`config.mk`:
```
export PLATFORM = sky130hd
export DESIGN_NAME = sw_debounce_flat
export DESIGN_NICKNAME = d
export VERILOG_FILES = /design/src/rtl/andor_pkg.sv /design/src/rtl/sw_debounce_if.sv /design/src/rtl/debounce_lane.sv /design/src/rtl/sw_debounce.sv /design/src/flat_wrapper.sv
export SDC_FILE = /design/constraint.sdc
export NUM_CORES = 1
export LEC_CHECK = 0
export ABC_AREA = 1
export CAP_MARGIN = 20
export CORE_ASPECT_RATIO = 0.5
export CORE_MARGIN = 2
export CORE_UTILIZATION = 65
export CTS_CLUSTER_DIAMETER = 100
export CTS_CLUSTER_SIZE = 20
export DETAILED_ROUTE_END_ITERATION = 8
export PLACE_DENSITY = 0.9
export SYNTH_ARGS = -nofsm -noshare
export SYNTH_HDL_FRONTEND = slang
export SYNTH_SLANG_ARGS = --single-unit
```
`constraint.sdc`:
```
create_clock -name clk -period 5.5 [get_ports clk]
set_clock_uncertainty 0.1 [all_clocks]
set_input_delay 1.1 -clock clk [delete_from_list [all_inputs] [get_ports clk]]
set_output_delay 1.1 -clock clk [all_outputs]
set_load 0.05 [all_outputs]
```
`src/rtl/andor_pkg.sv`:
```
// Shared constants and types for the andor switch/LED slice.
// Debounce depth is derived from the fabric clock so that one setting gives 1 ms.
package andor_pkg;

   localparam int SW_WIDTH                = 32'd2;
   localparam int LED_WIDTH               = 32'd6;
   localparam int FAB_CLK_HZ              = 32'd100_000_000;
   localparam int DEBOUNCE_MS             = 32'd1;
   localparam int DEBOUNCE_CYCLES_DEFAULT = (FAB_CLK_HZ / 32'd1000) * DEBOUNCE_MS;
   localparam int CNT_W_DEFAULT           = 32'd24;

   typedef struct packed {
      logic level;
      logic rise;
      logic fall;
   } lane_out_t;

   // Returns {rise, fall} for an accepted transition towards new_level.
   function automatic logic [1:0] edge_of(input logic new_level);
      logic [1:0] strobes;
      if (new_level) begin
         strobes = 2'b10;
      end else begin
         strobes = 2'b01;
      end
      return strobes;
   endfunction

endpackage

```
`src/rtl/sw_debounce_if.sv`:
```
// Switch conditioning bus: raw pins in, clean levels and edge strobes out.
interface sw_debounce_if #(
   parameter int WIDTH = andor_pkg::SW_WIDTH
);
   logic [WIDTH-1:0] sw_raw;
   logic [WIDTH-1:0] sw_out;
   logic [WIDTH-1:0] sw_rise;
   logic [WIDTH-1:0] sw_fall;

   modport master (output sw_raw, input sw_out, input sw_rise, input sw_fall);
   modport slave  (input sw_raw, output sw_out, output sw_rise, output sw_fall);
endinterface

```
`src/rtl/debounce_lane.sv`:
```
// One switch bit: two-flop synchroniser, stability counter and registered strobes.
module debounce_lane
   import andor_pkg::*;
#(
   parameter int DEBOUNCE_CYCLES = DEBOUNCE_CYCLES_DEFAULT,
   parameter int CNT_W           = CNT_W_DEFAULT
) (
   input  logic      clk,
   input  logic      reset,
   input  logic      sw_raw,
   output lane_out_t lane
);

   localparam logic [CNT_W-1:0] CNT_MAX = CNT_W'(DEBOUNCE_CYCLES - 1);

   logic             s1_r;
   logic             s2_r;
   logic [CNT_W-1:0] cnt_r;
   lane_out_t        lane_r;
   logic [CNT_W-1:0] cnt_nxt_s;
   lane_out_t        lane_nxt_s;

   // Synchroniser flops; only s2_r is consumed downstream.
   always_ff @(posedge clk or posedge reset) begin
      if (reset) begin
         s1_r <= 1'b0;
         s2_r <= 1'b0;
      end else begin
         s1_r <= sw_raw;
         s2_r <= s1_r;
      end
   end

   // Next-state: count while s2 disagrees with the accepted level, accept at CNT_MAX.
   always_comb begin
      cnt_nxt_s        = {CNT_W{1'b0}};
      lane_nxt_s       = lane_r;
      lane_nxt_s.rise  = 1'b0;
      lane_nxt_s.fall  = 1'b0;
      if (s2_r == lane_r.level) begin
         cnt_nxt_s = {CNT_W{1'b0}};
      end else if (cnt_r == CNT_MAX) begin
         lane_nxt_s.level                   = s2_r;
         {lane_nxt_s.rise, lane_nxt_s.fall} = edge_of(s2_r);
         cnt_nxt_s                          = {CNT_W{1'b0}};
      end else begin
         cnt_nxt_s = cnt_r + {{(CNT_W-1){1'b0}}, 1'b1};
      end
   end

   // Counter, accepted level and strobes registered together so they stay aligned.
   always_ff @(posedge clk or posedge reset) begin
      if (reset) begin
         cnt_r  <= {CNT_W{1'b0}};
         lane_r <= '{level: 1'b0, rise: 1'b0, fall: 1'b0};
      end else begin
         cnt_r  <= cnt_nxt_s;
         lane_r <= lane_nxt_s;
      end
   end

   assign lane = lane_r;

endmodule

```
`src/rtl/sw_debounce.sv`:
```
// Debounces WIDTH raw slide switches into clean levels plus rise/fall strobes.
module sw_debounce
   import andor_pkg::*;
#(
   parameter int WIDTH           = SW_WIDTH,
   parameter int DEBOUNCE_CYCLES = DEBOUNCE_CYCLES_DEFAULT,
   parameter int CNT_W           = CNT_W_DEFAULT
) (
   input  logic         clk,
   input  logic         reset,
   sw_debounce_if.slave sw_bus
);

   lane_out_t        lane_s [WIDTH];
   logic [WIDTH-1:0] out_s;
   logic [WIDTH-1:0] rise_s;
   logic [WIDTH-1:0] fall_s;

   for (genvar i = 0; i < WIDTH; i++) begin : g_lane
      debounce_lane #(
         .DEBOUNCE_CYCLES (DEBOUNCE_CYCLES),
         .CNT_W           (CNT_W)
      ) u_lane (
         .clk    (clk),
         .reset  (reset),
         .sw_raw (sw_bus.sw_raw[i]),
         .lane   (lane_s[i])
      );
   end

   // Repack per-lane register outputs into bus vectors (pure wiring).
   always_comb begin
      out_s  = {WIDTH{1'b0}};
      rise_s = {WIDTH{1'b0}};
      fall_s = {WIDTH{1'b0}};
      for (int i = 0; i < WIDTH; i++) begin
         out_s[i]  = lane_s[i].level;
         rise_s[i] = lane_s[i].rise;
         fall_s[i] = lane_s[i].fall;
      end
   end

   assign sw_bus.sw_out  = out_s;
   assign sw_bus.sw_rise = rise_s;
   assign sw_bus.sw_fall = fall_s;

endmodule
```
`src/flat_wrapper.sv`:
```
// flat-port wrapper written by rule: the top's interface ports become plain ports
module sw_debounce_flat import andor_pkg::*;
#(
   parameter int WIDTH           = SW_WIDTH,
   parameter int DEBOUNCE_CYCLES = DEBOUNCE_CYCLES_DEFAULT,
   parameter int CNT_W           = CNT_W_DEFAULT
)
  (clk, reset, sw_bus_sw_raw, sw_bus_sw_out, sw_bus_sw_rise, sw_bus_sw_fall);
  sw_debounce_if #(.WIDTH(WIDTH)) sw_bus_i ();
  input  logic clk;
  input  logic reset;
  input wire logic [$bits(sw_bus_i.sw_raw)-1:0] sw_bus_sw_raw;
  output wire logic [$bits(sw_bus_i.sw_out)-1:0] sw_bus_sw_out;
  output wire logic [$bits(sw_bus_i.sw_rise)-1:0] sw_bus_sw_rise;
  output wire logic [$bits(sw_bus_i.sw_fall)-1:0] sw_bus_sw_fall;
  assign sw_bus_i.sw_raw = sw_bus_sw_raw;
  assign sw_bus_sw_out = sw_bus_i.sw_out;
  assign sw_bus_sw_rise = sw_bus_i.sw_rise;
  assign sw_bus_sw_fall = sw_bus_i.sw_fall;
  sw_debounce #(.WIDTH(WIDTH), .DEBOUNCE_CYCLES(DEBOUNCE_CYCLES), .CNT_W(CNT_W)) u_core (.clk(clk), .reset(reset), .sw_bus(sw_bus_i));
endmodule
```
======== Word-level counts from Yosys, hierarchy flattened ========
Index checks and enable logic that the tools add are counted.
storage, ports and cells
  output and inout bits ................... 6
  bits of input ports ..................... 4
  register bits ........................... 58
  word-level logic and storage cells ...... 32
operators by class
  mux-type cells .......................... 10
  eq/ne operators ......................... 4
  bitwise gates (word level) .............. 2
  reduce and logical (&&, ||, !) cells .... 2
  $add $sub $neg .......................... 2
operator list
  cell                   number
  $mux 24                4
  $add 24x1->24 const B  2
  $eq 24x17->1 const B   2
  $mux 2                 6
  $reduce_and 2->1       2
  $eq 1x1->1             2
  $not 1->1              2

======== Longest topological paths before layout ========
  depth after elaboration ................. 3
  gate-level depth with buffers ........... 9
  mapped depth without buffers ............ 9

======== Modules after synthesis ========
A second synthesis with hierarchy kept.
second synthesis, totals
  cells, all modules ...................... 452
  area, all modules ....................... 3370.7 um2
modules (own cells, without submodules)
  module         cells each  area each (um2)  times used  seq. area each (um2)
  debounce_lane  226         1685.4           2           725.7

======== Least setup slack after synthesis ========
Ideal clock, no wire load.
  kind .................................... register to output
  start point ............................. register u_core.g_lane[0].u_lane.lane_r, in the netlist u_core.g_lane[0].u_lane.lane[2]
  end point ............................... output port sw_bus_sw_out[0]
  data required time ...................... 4.300 ns
  data arrival time ....................... 0.630 ns
  path slack .............................. 3.670 ns
  stages on the path, launching flop included .. 1
  buffers on the path ..................... 0
  path through ............................ dfrtp_1
RTL lines
  item                    line                 text
  from (decl)             debounce_lane.sv:19  lane_out_t lane_r;
  from (signal assigned)  debounce_lane.sv:55  lane_r <= '{level: 1'b0, rise: 1'b0, fall: 1'b0};
  from (signal assigned)  debounce_lane.sv:58  lane_r <= lane_nxt_s;
  to (decl)               flat_wrapper.sv:13   output wire logic [$bits(sw_bus_i.sw_out)-1:0] sw_bus_sw_out;
No word-level cell between the ends.

======== Worst setup path in the final report ========
  start point ............................. register u_core.g_lane[0].u_lane.lane_r, in the netlist u_core.g_lane[0].u_lane.lane[2]
  end point ............................... output port sw_bus_sw_out[0]
No word-level cell between the ends.

==> impl_metrics.env <==
export IMPL_cts_resized_gates=0
export IMPL_postRouteAntennaNets=0
export IMPL_synth_top_family_by_area="simple AND/OR/NAND/NOR gates"
export IMPL_critical_path_slowest_cell="clkdlybuf4s50_1"
export IMPL_clk_latency_ns=0.35
export IMPL_grt_pass1_wl_um=12280
export IMPL_num_rows=18
export IMPL_critPathRequiredTime_ns=4.30
export IMPL_hold_viol=0
export IMPL_crit_family="buffers and inverters"
export IMPL_synth_cells=464
export IMPL_rsz0062_at_grt="false"
export IMPL_power_density_nw_per_um2=245.3
export IMPL_postRouteWirelength_um=7237
export IMPL_seq_area_frac_synth=0.4384
export IMPL_synth_area_um2=3311
export IMPL_clk_pin_slew_ns=0.07
export IMPL_drc=0
export IMPL_cp_num_buf_inv=1
export IMPL_grt_overflow_total=0
export IMPL_setup_viol=0
export IMPL_ys_types=24
export IMPL_antenna_found_initial=0
export IMPL_p_leak_uw=0.001629
export IMPL_drt_first_pass_iters=5
export IMPL_portBuffers=9
export IMPL_crit_path_start_kind="register"
export IMPL_cts_hold_buf=0
export IMPL_drv_slew=0
export IMPL_cts_setup_buffers=0
export IMPL_grt_max_degree=59
export IMPL_pin_count=10
export IMPL_die_w_um=104.9
export IMPL_synth_adder_area_share=0.007559
export IMPL_gp_congestion=0.8830
export IMPL_syn_to_final_growth_pct=12.62
export IMPL_yosysWarnings=0
export IMPL_max_freq_ghz=0.3618
export IMPL_initial_core_util=0.6743
export IMPL_drt_wirelength_per_cell_um=12.92
export IMPL_htreeDepth=3
export IMPL_via_per_inst=5.229
export IMPL_min_period_ns=2.764
export IMPL_n_fill_cell=363
export IMPL_fp_dieH_um=54.47
export IMPL_clk_path_buf_depth=2
export IMPL_ir_drop_uv=205.4
export IMPL_worst_setup_path_end_kind="output pin"
export IMPL_numCtsBuffers=9
export IMPL_root_buffer="clkbuf_8"
export IMPL_syn_nets=470
export IMPL_postSynthAreaPerCell_um2=7.135
export IMPL_clock_sinks=58
export IMPL_synthMuxAreaShare=0
export IMPL_num_vias=2928
export IMPL_synth_xor_area_share=0.04762
export IMPL_synth_compound_area_share=0.02116
export IMPL_design_core_area_um2=4910
export IMPL_slew_headroom=0.5303
export IMPL_hold_class="reg2reg"
export IMPL_antennaDiodeCount=0
export IMPL_worstPathCellList="clkdlybuf4s50_1"
export IMPL_cp_max_fo=4
export IMPL_grtUsageTotal=0.2829
export IMPL_criticalPathCategory="reg2out"
export IMPL_drt_iter0_markers=190
export IMPL_nets=491
export IMPL_tns_ns=0
export IMPL_max_stage_delay_ns=0.82
export IMPL_timing_final_crit_share=0.5025
export IMPL_drv_cap=0
export IMPL_drive_gt1_frac=0.1163
export IMPL_tightest_slew_ns=0.7045
export IMPL_ys_ff_latch=58
export IMPL_status="complete, no violations"
export IMPL_whs_ns=0.2467
export IMPL_grt_pass1_vias=2815
export IMPL_synthSimpleGateAreaFrac=0.4221
export IMPL_hpwlAfterDp_um=4924
export IMPL_crit_arrival_ns=1.56
export IMPL_dieArea_um2=5715
export IMPL_cts_tree="built"
==> stage by stage <==
step / area (µm²) / total power (µW) / setup WS [ns] / utilization / cells
after global routing: 3729 / 944.5 / 2.706 / 0.7594 / 560
after CTS: 3729 / 918.5 / 2.739 / 0.7594 / 560
after floorplan: 3311 / 463.8 / 2.872 / - / 464
after detailed placement: 3501 / 474.7 / 3.120 / 0.7130 / 544
final: 3729 / 914.7 / 2.736 / 0.7594 / 560
after global placement: 3501 / 473.5 / 3.135 / 0.7130 / 544
==> flip-flops by register name, indices dropped and copies added, names as in the netlist <==
name,flops
u_core.g_lane.u_lane.s1_r,2
u_core.g_lane.u_lane.s2_r,2
u_core.g_lane.u_lane.cnt_r,48
u_core.g_lane.u_lane.lane,6
==> cells in the mapped netlist (all sizes together) <==
| master | n | area [µm²] |
|---|---|---|
| nor2 | 140 | 608.1 |
| nand2 | 135 | 546.8 |
| dfrtp | 58 | 1451 |
| inv | 53 | 198.9 |
| nand3 | 29 | 155.2 |
| xor2 | 11 | 96.34 |
| nor3 | 9 | 45.04 |
| xnor2 | 7 | 61.31 |
| o21ai | 6 | 30.02 |
| o21bai | 4 | 30.03 |
| nor3b | 3 | 22.52 |
| a21oi | 2 | 10.01 |
| buf | 2 | 10.01 |
| ha | 2 | 25.02 |
| and2 | 1 | 6.260 |
| nand3b | 1 | 7.510 |
| nand4 | 1 | 6.260 |
==> cell families (layout without fill, tap and decap cells) <==
| group | after synthesis | count (layout) |
|---|---|---|
| buffers and inverters | 55 | 81 |
| and+or+nand+nor | 319 | 319 |
| DFF | 58 | 58 |
| xor gates and xnor gates | 18 | 18 |
| adders and majority gates | 2 | 2 |
| AOI/OAI and AO/OA | 12 | 12 |
==> path summary, 6_finish.rpt <==
path                                                              from                                           to  slack (ns)  cells past startpoint
max                        u_core.g_lane[0].u_lane.lane[2]$_DFFE_PP0P_                             sw_bus_sw_out[0]        2.74                      1
min                             u_core.g_lane[0].u_lane.s1_r$_DFF_PP0_       u_core.g_lane[0].u_lane.s2_r$_DFF_PP0_        0.25                      0
max reg2reg                 u_core.g_lane[0].u_lane.cnt_r[0]$_DFF_PP0_  u_core.g_lane[0].u_lane.cnt_r[15]$_DFF_PP0_        3.64                      8
min reg2reg                     u_core.g_lane[0].u_lane.s1_r$_DFF_PP0_       u_core.g_lane[0].u_lane.s2_r$_DFF_PP0_        0.25                      0
max in group asynchronous                                        reset  u_core.g_lane[0].u_lane.cnt_r[22]$_DFF_PP0_        3.66                      3
min in group asynchronous                                        reset  u_core.g_lane[0].u_lane.lane[2]$_DFFE_PP0P_        1.17                      3
==> where the power goes <==
part           total, µW  switching [µW]  leakage (µW)  internal, µW
Clock                448             181      0.000112           268
Sequential           437            5.62      0.000796           431
Combinational       29.3            21.7      0.000721          7.65
==> metal layers <==
metal	wire length, µm	vias to the layer above	track usage
met3	388	30	0.07024
met2	3453	96	0.5097
met4	248	0	0.1378
met5	0	-	0
met1	3146	1342	0.3331
li1	-	1460	-
==> cells in the final DEF (no fill, tap or decap), types with 7 or more instances in the layout <==
| cell | synthesis | layout |
|---|---|---|
| clkbuf_8 | 0 | 10 |
| clkdlybuf4s50_1 | 0 | 9 |
| dfrtp_1 | 58 | 58 |
| inv_1 | 49 | 48 |
| nand2_1 | 121 | 121 |
| nand2_2 | 13 | 13 |
| nand3_1 | 27 | 27 |
| nor2_1 | 123 | 123 |
| nor2_2 | 9 | 9 |
| nor2_4 | 8 | 8 |
| nor3_1 | 9 | 9 |
| xnor2_1 | 7 | 7 |
| xor2_1 | 11 | 11 |
==> final cells by class <==
class                   instances  area [µm²]  area share
clock inverters                 6       90.09     0.02416
repair buffers                 12       112.6     0.03020
flip-flops and latches         58        1451      0.3893
inverters                      53       198.9     0.05336
well taps                      70       87.58     0.02349
multi-input cells             351        1650      0.4426
clock buffers                  10       137.6     0.03691
No activity file was read; power rests on OpenSTA's default activity.
